<file path="config.mk">
export PLATFORM = sky130hd
export DESIGN_NAME = program_counter_unit
export DESIGN_NICKNAME = d
export VERILOG_FILES = /design/src/rtl/pc_pkg.sv /design/src/rtl/return_address_stack.sv /design/src/rtl/program_counter_unit.sv
export SDC_FILE = /design/constraint.sdc
export NUM_CORES = 1
export LEC_CHECK = 0
export BUFFER_PORTS_ARGS = -buffer_cell sky130_fd_sc_hd__buf_4
export CAP_MARGIN = 20
export CORE_ASPECT_RATIO = 0.5
export CORE_MARGIN = 2
export CORE_UTILIZATION = 36
export CTS_BUF_LIST = sky130_fd_sc_hd__clkbuf_16
export CTS_CLUSTER_DIAMETER = 80
export DETAILED_ROUTE_END_ITERATION = 10
export PLACE_DENSITY_LB_ADDON = 0.15
export SLEW_MARGIN = 20
export SYNTH_ARGS = -nofsm -noshare
export SYNTH_HDL_FRONTEND = slang
export SYNTH_SLANG_ARGS = --single-unit
</file>
<file path="constraint.sdc">
create_clock -name clk -period 4.1 [get_ports clk]
set_input_delay 0.41 -clock clk [delete_from_list [all_inputs] [get_ports clk]]
set_output_delay 0.41 -clock clk [all_outputs]
set_load 0.01 [all_outputs]
</file>
<file path="src/rtl/pc_pkg.sv">
// -----------------------------------------------------------------------------
// pc_pkg
// Shared constants and helpers for the program counter unit.
//   STEP_BYTE / STEP_WORD : the only legal sequential increments.
//   align_mask(step)      : low address bits that must be zero for a branch
//                           target to be accepted at the given step.
//   ras_ptr_width(depth)  : pointer width for a return-address stack.
// -----------------------------------------------------------------------------
package pc_pkg;

   localparam int STEP_BYTE = 1;
   localparam int STEP_WORD = 4;

   // Word-stepping cores reject targets that are not 4-byte aligned;
   // byte-stepping cores accept any target.
   function automatic logic [1:0] align_mask(input int step);
      return (step == STEP_WORD) ? 2'b11 : 2'b00;
   endfunction

   // Clamped at 1 so a degenerate depth never yields a zero-width pointer.
   function automatic int ras_ptr_width(input int depth);
      return (depth < 2) ? 1 : $clog2(depth);
   endfunction

endpackage

</file>
<file path="src/rtl/return_address_stack.sv">
// -----------------------------------------------------------------------------
// return_address_stack
// Circular return-address stack with a top pointer and a saturating
// occupancy count. A push into a full stack overwrites the oldest entry and
// pulses overflow; a pop from an empty stack is ignored. push and pop
// together replace the top entry (a plain push when empty). flush empties it.
// Ports:
//   clk, reset (async, active-low)
//   push, pop, flush        : operation strobes (flush has priority)
//   push_data [XLEN]        : value written by push
//   top [XLEN]              : top entry, 0 when empty
//   valid                   : stack non-empty
//   overflow                : one-cycle pulse, oldest entry overwritten
// -----------------------------------------------------------------------------
module return_address_stack
   import pc_pkg::*;
#(
   parameter int XLEN      = 32,
   parameter int RAS_DEPTH = 4
) (
   input  logic            clk,
   input  logic            reset,
   input  logic            push,
   input  logic            pop,
   input  logic            flush,
   input  logic [XLEN-1:0] push_data,
   output logic [XLEN-1:0] top,
   output logic            valid,
   output logic            overflow
);

   localparam int PW = ras_ptr_width(RAS_DEPTH);
   localparam logic [PW:0] FULL = (PW + 1)'(RAS_DEPTH);

   logic [XLEN-1:0] mem [RAS_DEPTH];
   logic [PW-1:0]   top_ptr;
   logic [PW-1:0]   next_ptr;
   logic [PW:0]     count;
   logic            replace;

   // Depth is a power of two, so the pointer wraps naturally.
   assign next_ptr = top_ptr + 1'b1;
   assign replace  = push & pop & (count != '0);

   always_ff @(posedge clk or negedge reset) begin
      if (!reset) begin
         top_ptr  <= '0;
         count    <= '0;
         overflow <= 1'b0;
      end else begin
         overflow <= 1'b0;
         if (flush) begin
            count <= '0;
         end else if (replace) begin
            // top entry rewritten below; pointer and count unchanged
         end else if (push) begin
            top_ptr <= next_ptr;
            if (count == FULL) overflow <= 1'b1;
            else               count    <= count + 1'b1;
         end else if (pop && count != '0) begin
            top_ptr <= top_ptr - 1'b1;
            count   <= count - 1'b1;
         end
      end
   end

   // Entry contents carry no reset; count alone decides what is visible.
   always_ff @(posedge clk) begin
      if (!flush && push) begin
         if (replace) mem[top_ptr]  <= push_data;
         else         mem[next_ptr] <= push_data;
      end
   end

   assign valid = (count != '0);
   assign top   = valid ? mem[top_ptr] : '0;

endmodule

</file>
<file path="src/rtl/program_counter_unit.sv">
// -----------------------------------------------------------------------------
// program_counter_unit
// Program counter with trap / branch / sequential update and a
// return-address stack for call/ret prediction.
// Update priority each edge: trap, then stall (hold), then branch, then
// sequential increment. A misaligned branch target holds the PC, pulses
// misaligned and suppresses call/ret for that cycle.
// Ports:
//   clk, reset (async, active-low)
//   stall, branch_taken, branch_target, trap, trap_vector, call, ret : controls
//   pc_out        : current PC
//   pc_prev       : PC value before the last change
//   misaligned    : one-cycle pulse, branch target rejected
//   ras_target    : top-of-stack return address (0 when empty)
//   ras_valid     : stack non-empty
//   ras_overflow  : one-cycle pulse, oldest stack entry overwritten
// All outputs come from registers (or a register-selected mux).
// -----------------------------------------------------------------------------
module program_counter_unit
   import pc_pkg::*;
#(
   parameter int              XLEN         = 32,
   parameter logic [XLEN-1:0] RESET_VECTOR = '0,
   parameter int              STEP         = STEP_WORD,
   parameter int              RAS_DEPTH    = 4
) (
   input  logic            clk,
   input  logic            reset,
   input  logic            stall,
   input  logic            branch_taken,
   input  logic [XLEN-1:0] branch_target,
   input  logic            trap,
   input  logic [XLEN-1:0] trap_vector,
   input  logic            call,
   input  logic            ret,
   output logic [XLEN-1:0] pc_out,
   output logic [XLEN-1:0] pc_prev,
   output logic            misaligned,
   output logic [XLEN-1:0] ras_target,
   output logic            ras_valid,
   output logic            ras_overflow
);

   localparam logic [XLEN-1:0] STEP_V = XLEN'(STEP);

   logic [XLEN-1:0] seq_pc;
   logic [XLEN-1:0] pc_next;
   logic            active;
   logic            bad_branch;
   logic            ras_ok;

   // Sequential address doubles as the return address pushed by call.
   assign seq_pc     = pc_out + STEP_V;
   assign active     = ~trap & ~stall;
   assign bad_branch = active & branch_taken & (|(branch_target[1:0] & align_mask(STEP)));
   assign ras_ok     = active & ~bad_branch;

   always_comb begin
      pc_next = pc_out;
      if (trap) begin
         pc_next = trap_vector;
      end else if (ras_ok) begin
         pc_next = branch_taken ? branch_target : seq_pc;
      end
   end

   always_ff @(posedge clk or negedge reset) begin
      if (!reset) begin
         pc_out     <= RESET_VECTOR;
         pc_prev    <= RESET_VECTOR;
         misaligned <= 1'b0;
      end else begin
         misaligned <= bad_branch;
         // pc_prev tracks value changes only, so a hold or a redirect to the
         // current address leaves it untouched.
         if (pc_next != pc_out) begin
            pc_prev <= pc_out;
            pc_out  <= pc_next;
         end
      end
   end

   return_address_stack #(
      .XLEN      (XLEN),
      .RAS_DEPTH (RAS_DEPTH)
   ) u_ras (
      .clk       (clk),
      .reset     (reset),
      .push      (call & ras_ok),
      .pop       (ret & ras_ok),
      .flush     (trap),
      .push_data (seq_pc),
      .top       (ras_target),
      .valid     (ras_valid),
      .overflow  (ras_overflow)
   );

endmodule

</file>
# --- After elaboration in Yosys (flattened, before gate mapping) ---
# Memories as Yosys holds them, arrays and structs flattened.
# Cells that the tools add are included.
# Widths: inputs -> output; s select.
op_classes:
  n_eq_ne: 4
  bitwise_logic: 12
  mux: 24
  n_reduce_logical: 10
  add_sub_neg: 5
ops:
  columns: ["operator", "count"]
  rows:
  - ["$mux 32", 5]
  - ["$add 32x3->32 const B", 1]
  - ["$ne 32x32->1", 1]
  - ["$reduce_or 32->1", 1]
  - ["$mux 3", 5]
  - ["$mux 1", 11]
  - ["$and 1x1->1", 8]
  - ["$mux 2", 3]
  - ["$reduce_and 3->1", 2]
  - ["$reduce_bool 3->1", 2]
  - ["$not 1->1", 4]
  - ["$add 3x1->3 const B", 1]
  - ["$eq 3x3->1 const B", 1]
  - ["$ne 3x3->1 const B", 1]
  - ["$sub 3x1->3 const B", 1]
  - ["$add 2x1->2 const B", 1]
  - ["$logic_and 1x1->1", 2]
  - ["$ne 2x2->1 const B", 1]
  - ["$reduce_bool 2->1", 1]
  - ["$reduce_or 2->1", 1]
  - ["$sub 2x1->2 const B", 1]
  - ["$logic_not 1->1", 1]
totals:
  ramBits: 128
  wordCells: 62
  memories: 1
  out_inout_bits: 99
  ff_bits: 71
mem_list:
  columns: ["name", "depth", "width", "rd", "rd_clocked_by_memory_dff", "write_ports", "line", "text"]
  rows:
  - ["u_ras.mem", 4, 32, 1, 0, 1, "return_address_stack.sv:35", "logic [XLEN-1:0] mem [RAS_DEPTH];"]

# --- Logic depth before layout (Yosys ltp) ---
# Gate-level depths: netlist of the first run.
logic_depth:
  word_depth: 14
  depth_mapped: 12
  ltp_nobuf: 9

# --- By module ---
# From an unflattened synthesis of the first run, not the netlist that was laid out.
hier_totals:
  hier_cells: 897
  area_unflattened_um2: 10581.4
modules_own_cells:
  columns: ["mod", "seq_area_each_um2", "instances", "area_each_um2", "cells_each"]
  rows:
  - ["return_address_stack", 3993.8, 1, 5532.8, 270]
  - ["program_counter_unit", 1626.6, 1, 5048.6, 627]

# --- Worst setup path before layout of the first run ---
# Ideal clock, no wire load.
synth_path:
  path_type: "input port to flip-flop"
  start: "in trap"
  end: "mem u_ras.mem[0][0], enable pin"
  slack_ns: 0.597
  arrival_ns: 3.071
  cell_stages: 6
  path_buffers: 2
  setup_ns: 0.432
  t_required_ns: 3.668
  cell_sequence: "buf_2 or2_2 nor2_1 clkbuf_1 nand2_1 a21oi_1"
synth_via:
  elab_chain_cells: 14
  elab_cells_between_ends: 21
synth_rtl:
  columns: ["item", "line", "text"]
  rows:
  - ["from (decl)", "program_counter_unit.sv:32", "input logic trap,"]
  - ["$not 1->1 (no source line)", null, null]
  - ["$and 1x1->1", "program_counter_unit.sv:54", "assign active = ~trap & ~stall;"]
  - ["$and 1x1->1 (2 in a row)", "program_counter_unit.sv:55", "assign bad_branch = active & branch_taken & (|(branch_target[1:0] & align_mask(STEP)));"]
  - ["$not 1->1", "program_counter_unit.sv:56", "assign ras_ok = active & ~bad_branch;"]
  - ["$and 1x1->1", "program_counter_unit.sv:56", null]
  - ["$and 1x1->1, on equally long branches", "program_counter_unit.sv:89, program_counter_unit.sv:90", null]
  - ["$and 1x1->1 (2 in a row)", "return_address_stack.sv:43", "assign replace = push & pop & (count != '0);"]
  - ["$mux 1", "return_address_stack.sv:70", "if (replace) mem[top_ptr] <= push_data;"]
  - ["$mux 1", "return_address_stack.sv:69", "if (!flush && push) begin"]
  - ["$mux 1 (implied by the code)", "return_address_stack.sv:71", "else mem[next_ptr] <= push_data;"]
  - ["$reduce_or 32->1 (no source line)", null, null]
  - ["$mux 2 (no source line) / $mux 1 (equally long branches)", null, null]
  - ["to (decl)", "return_address_stack.sv:35", null]
# Parallel ways exist; a longest one is shown, timed or not.

# --- Worst setup path after layout of the first run ---
layout_path:
  start: "reg pc_out[10]"
  end: "reg pc_prev[28]"
layout_via:
  elab_chain_cells: 5
layout_rtl:
  columns: ["item", "line", "text"]
  rows:
  - ["from (decl)", "program_counter_unit.sv:36", "output logic [XLEN-1:0] pc_out,"]
  - ["from (signal assigned)", "program_counter_unit.sv:78", "pc_out <= pc_next;"]
  - ["$add 32x3->32", "program_counter_unit.sv:53", "assign seq_pc = pc_out + STEP_V;"]
  - ["$mux 32", "program_counter_unit.sv:63", "pc_next = branch_taken ? branch_target : seq_pc;"]
  - ["$mux 32", "program_counter_unit.sv:62", "end else if (ras_ok) begin"]
  - ["$mux 32", "program_counter_unit.sv:60", "if (trap) begin"]
  - ["$ne 32x32->1 (*)", "program_counter_unit.sv:76", "if (pc_next != pc_out) begin"]
  - ["to (signal assigned)", "program_counter_unit.sv:77", "pc_prev <= pc_out;"]
  - ["to (decl)", "program_counter_unit.sv:37", "output logic [XLEN-1:0] pc_prev,"]
# Mark *: on every way between the ends. The rest lies on a longest branch, timed or not.
# A chain may end at the register's enable or synchronous reset.

==> results of run 1 <==
==> stage by stage <==
stage	power [mW]	area (µm²)
5_1_grt	6.04	13000
3_3_place_gp	4.11	12500
2_1_floorplan	3.39	10400
6_report	5.78	13000
3_5_place_dp	4.12	12500
4_1_cts	5.83	13000
==> report_power, final <==
part	switching (mW)	internal (mW)	leakage [nW]
sequential	0.221	2.30	2.00
clock	0.809	0.906	0.287
combinational	0.764	0.785	2.75
total	1.79	3.99	5.04
==> final cells by class <==
cell class,instances,area [µm²],area share [%]
tap,382,478,3.66
timing repair buffer,247,1920,14.7
multi-input combinational,569,4340,33.2
clock inverter,14,154,1.18
clock buffer,17,425,3.26
sequential,199,5620,43.1
inverter,29,109,0.834
==> cell families (layout without fill, tap and decap cells) <==
family          Yosys count  in the layout  share of synthesized area (%)
flops                   199            199                           54.0
fa+ha+maj                 2              2                          0.313
mux                      68             68                           11.9
xor+xnor                 39             39                           3.28
compound gates          181            181                           12.0
simple gates            279            279                           14.0
buf+inv                 101            307                           4.43
==> worst paths after layout <==
check,from,endpoint,slack (ns)
hold / removal,reset,pc_prev[9],-0.01
max in group asynchronous,reset,u_ras.top_ptr[0],3.58
hold reg to reg,pc_prev[27],pc_prev[27],0.51
min in group clk,ret,u_ras.overflow,0.14
setup reg to reg,pc_out[10],pc_prev[28],0.23
setup / recovery,pc_out[10],pc_prev[28],0.23
==> per-layer routing <==
layer	routed length, µm	track usage, %
met1	17700	38.2
met2	16400	35.8
met3	3700	7.47
met4	648	6.53
met5	0	0
==> registers in the layout (all words and copies together), names as in the netlist <==
signal          cells
u_ras.mem         128
pc_out             32
pc_prev            32
u_ras.count         3
u_ras.top_ptr       2
misaligned          1
u_ras.overflow      1
==> layout by cell type (no fill, tap or decap), types with 4 or more instances in the layout <==
cell type    n
nand4_1     11
buf_4      241
a2111oi_0    4
clkbuf_16   17
mux2_4      30
or2_2        5
a31oi_1     10
a21o_1       4
o41ai_1      6
mux4_2      32
xnor2_1     23
buf_12       5
or4_1       10
nor3_1      10
and2_1      33
nor2_1      64
or3_1        9
nand2_1     63
o211ai_1    11
nand3_1     22
o31ai_1      6
a211oi_1     7
o21ai_0     38
edfxtp_1   128
o22ai_1     12
dfrtp_1     70
o221ai_1    11
a32oi_1      5
a21oi_1     30
nor2_2       4
inv_1       31
nor4_1      13
o311ai_0     4
mux2_2       5
xor2_1      16
nor2b_1     13
==> impl_metrics.ini, run 1 <==
[run_status]
outcome = complete, but fails checks
violations = negative hold slack

[final_layout]
finalNonFillerCells = 1457
finalNetCount = 1136
drive_above_1_share_pct = 33.6
area_growth_pct = 25.4
final_util_pct = 46.5
fillerInstances = 2593
diodes = 0

[clock_tree]
cts_hold_buf = 0
cts_inserted_buffers = 17
cts_root_buffer = clkbuf_16
htree_levels = 4
cts_resized = 0
post_cts_buffers = 0
path_clk_slew_ns = 0.08
cts_tree = done
clockBufferDepth = 2
worstSkewPairLatency_ns = 0.46
cts.sinks = 199

[power]
powerDensity_mw_per_mm2 = 443
ir_drop_v = 0.000300
p_leak_nw = 5.04

[global_route]
grt-ovfl-total = 0
antenna_found_initial = 1
grtUsageTotal_pct = 25.5
grt_pass1_wl_mm = 56.1
grt_max_degree = 72
grt_pass1_vias = 8182

[setup_path]
cp.depth = 9
crit_path_top_delay_cell = o41ai_1
crit_family = simple AND/OR/NAND/NOR gates
crit_required_ns = 4.43
cp.arrival_ns = 4.21
cpPeakStageDelay_ns = 0.61
r2r_cells = 9
crit_type = reg2reg
path_cells = nor2b_1 -> o41ai_1 -> o311a_1 -> o311ai_0 -> or4_1 -> or4_1 -> nor4_4 -> buf_4 -> mux2_4
cp_common_cell = or4_1
path_buf_inv = 1
startpoint_type = register
path_max_fanout = 16
endpoint_kind = register

[sta]
finalCriticalPeriod_ns = 3.87
clock_skew_ns = 0.0106
post-route-period-util_pct = 94.5
drv_slew = 0
fmax_mhz = 258
finalWorstSetupSlack_ns = 0.227
worst_slew_pin_slew_ns = 1.16
hold-worst-slack_ns = -0.0131
finalSetupTns_ns = 0
setup-violations-final = 0
hold_viol_final = 11
rsz0062_at_grt = no
relSlewSlack_pct = 22.6

[yosys]
syn_area_mm2 = 0.0104
yosysTopAreaCellShare_pct = 36.9
synth-edff-count = 128
synth.ff_latch_count = 199
yosys_warnings = 0
async_flop_share_pct = 35.7
synth-main-ff-cell = edfxtp_1
synthesis.nets = 942
synthDistinctLibCells = 74
avgSynthCellArea_um2 = 12.0
ys_seq_area_share_pct = 54.0
synth_most_common_cell = edfxtp_1
synth_area_leaders = edfxtp_1 (37%), dfrtp_1 (17%), mux4_2 (6.9%)
synthCells = 869
synth_common_cells = edfxtp_1 (128), dfrtp_1 (71), nor2_1 (67), nand2_1 (63), clkbuf_1 (41)
synth_largest_area_cell = edfxtp_1

[die]
dieArea_mm2 = 0.0304
core_area_mm2 = 0.0280
io_pins = 170
die_x_um = 244
initial_core_util_pct = 37.1
die_h_um = 124
row_count = 43

[detailed_routing]
drt-total-wl_mm = 38.5
ant_nets = 0
drc = 0
dr.pass1.iters = 5
wl_per_cell_um = 26.4
viasPerCell = 5.77
drt_first_iter_violations = 964
vias = 8413

[placed_design]
place_ws_ns = 0.231
io_buffers = 169
place_inst = 1426
routabilityCongestion = 1.01
hpwl_mm = 28.5

[hold_path]
hp-class = in2async

[job]
cap_violations = 0
Power figures use the tool's default switching activity.
==> run 2: changes to the inputs <==
--- a/config.mk
+++ b/config.mk
@@ -14,6 +14,7 @@
 export CTS_CLUSTER_DIAMETER = 80
 export DETAILED_ROUTE_END_ITERATION = 10
 export PLACE_DENSITY_LB_ADDON = 0.15
+export RECOVER_POWER = 100
 export SLEW_MARGIN = 20
 export SYNTH_ARGS = -nofsm -noshare
 export SYNTH_HDL_FRONTEND = slang
==> impl_metrics.ini, run 2 (synthesis results as in run 1) <==
[sta]
fmax_mhz = 254
worst_slew_pin_slew_ns = 2.00
hold_viol_final = 0
relSlewSlack_pct = -33.2
hold-worst-slack_ns = 0.151
drv_slew = 72
finalSetupTns_ns = 0
finalWorstSetupSlack_ns = 0.164
clock_skew_ns = 0.0122
setup-violations-final = 0
finalCriticalPeriod_ns = 3.94
rsz0062_at_grt = no
post-route-period-util_pct = 96.0

[placed_design]
placed_area_mm2 = 0.0125
hpwl_mm = 28.5
routabilityCongestion = 1.01
place_inst = 1426
io_buffers = 169
place_ws_ns = 0.231

[detailed_routing]
dr.pass1.iters = 8
wl_per_cell_um = 26.4
top_layer = met4
wl_met1_mm = 18.0
drc = 0
drt_first_iter_violations = 1071
viasPerCell = 5.72
wl_met3_mm = 3.48
wl_met2_mm = 16.3
vias = 8344
drt-total-wl_mm = 38.5
ant_nets = 0

[final_layout]
regMostFlops = u_ras.mem
finalNetCount = 1136
largest_register_ffs = 128
final_util_pct = 44.9
area_growth_pct = 21.0
drive_above_1_share_pct = 22.9
reg_top3 = u_ras.mem: 128 flops, pc_out: 32 flops, pc_prev: 32 flops
fillerInstances = 2696
finalNonFillerCells = 1458
layout_common_cells = buf_4 (154), edfxtp_1 (128), clkbuf_1 (85)
layout_commonest_cell = buf_4
regArea_mm2 = 0.00562
multi_input_area_mm2 = 0.00423
stdcell_area_mm2 = 0.0126

[setup_path]
endpoint_kind = register
path_cells = clkbuf_1 -> nand3_1 -> or4_1 -> o221ai_1 -> a221o_1 -> or4_1 -> or4_4 -> nor4_4 -> buf_4 -> mux2_1
cpPeakStageDelay_ns = 0.57
startpoint_type = register
cp_common_cell = or4_1
crit_type = reg2reg
crit_required_ns = 4.43
cp.arrival_ns = 4.27
path_max_fanout = 16
crit_path_top_delay_cell = or4_4

[run_status]
outcome = complete, but fails checks
violations = max-capacitance violations, max-slew violations

[die]
row_count = 43
die_h_um = 124
io_pins = 170
initial_core_util_pct = 37.1
core_area_mm2 = 0.0280
dieArea_mm2 = 0.0304
die_x_um = 244

[power]
powerDensity_mw_per_mm2 = 452
p_leak_nw = 4.64
totalPowerFinal_mw = 5.68
ir_drop_v = 0.000298

[clock_tree]
cts_root_buffer = clkbuf_16
path_clk_slew_ns = 0.07
htree_levels = 4
post_cts_buffers = 0
cts_resized = 0
cts.sinks = 199
worstSkewPairLatency_ns = 0.46
clockBufferDepth = 2
cts_inserted_buffers = 17
cts_tree = done
cts_hold_buf = 0

[global_route]
grt_pass1_vias = 8182
grt_pass1_wl_mm = 56.1
antenna_found_initial = 2
grt-ovfl-total = 0
grt_max_degree = 72
grtUsageTotal_pct = 25.5

[hold_path]
hp-class = in2reg

[job]
cap_violations = 1
==> run 2: cell count changes in the layout (fill, tap and decap cells not counted), moves of 4 or more <==
cell	before	now
and2_0	1	18
mux2_1	0	26
buf_4	241	154
clkbuf_2	0	4
mux2_4	30	5
clkbuf_1	0	85
and2_1	33	16
==> run 2: cell type report <==
cell class	instances	area share [%]
flip-flops and latches	199	44.7
clock inverters	14	1.22
clock buffers	17	3.38
multi-input cells	569	33.6
inverters	29	0.865
repair buffers	247	12.4
diodes	1	0.0199
well taps	382	3.80
==> run 2: worst max-delay path: cells and delay by family, from the launching register on <==
family | cells | cell delay (ns)
buffers and inverters | 2 | 0.59
flip-flops | 1 | 0.38
AND/OR/NAND/NOR | 5 | 1.95
AO/OA/AOI/OAI | 2 | 0.51
multiplexers | 1 | 0.36
==> run 2: path summary, 6_finish.rpt <==
kind,start,endpoint,slack (ns),cells past startpoint
worst max register to register,pc_out[2],pc_prev[28],0.16,10
worst min register to register,pc_prev[27],pc_prev[27],0.49,1
max in group asynchronous,reset,u_ras.top_ptr[0],2.26,1
min in group asynchronous,reset,pc_prev[12],0.51,1
worst min-delay path,ret,u_ras.overflow,0.15,2
worst max-delay path,pc_out[2],pc_prev[28],0.16,10
==> run 2: power breakdown <==
| group | leakage [nW] | internal [mW] | switching, mW | total [mW] |
|---|---|---|---|---|
| sequential | 2.00 | 2.30 | 0.215 | 2.51 |
| clock | 0.287 | 0.906 | 0.812 | 1.72 |
| combinational | 2.35 | 0.691 | 0.763 | 1.45 |
==> run 2: per-layer routing <==
metal	vias up	track usage, %
met1	4238	38.2
li1	3667	-
met2	382	35.8
met4	0	6.53
met3	57	7.47
met5	-	0
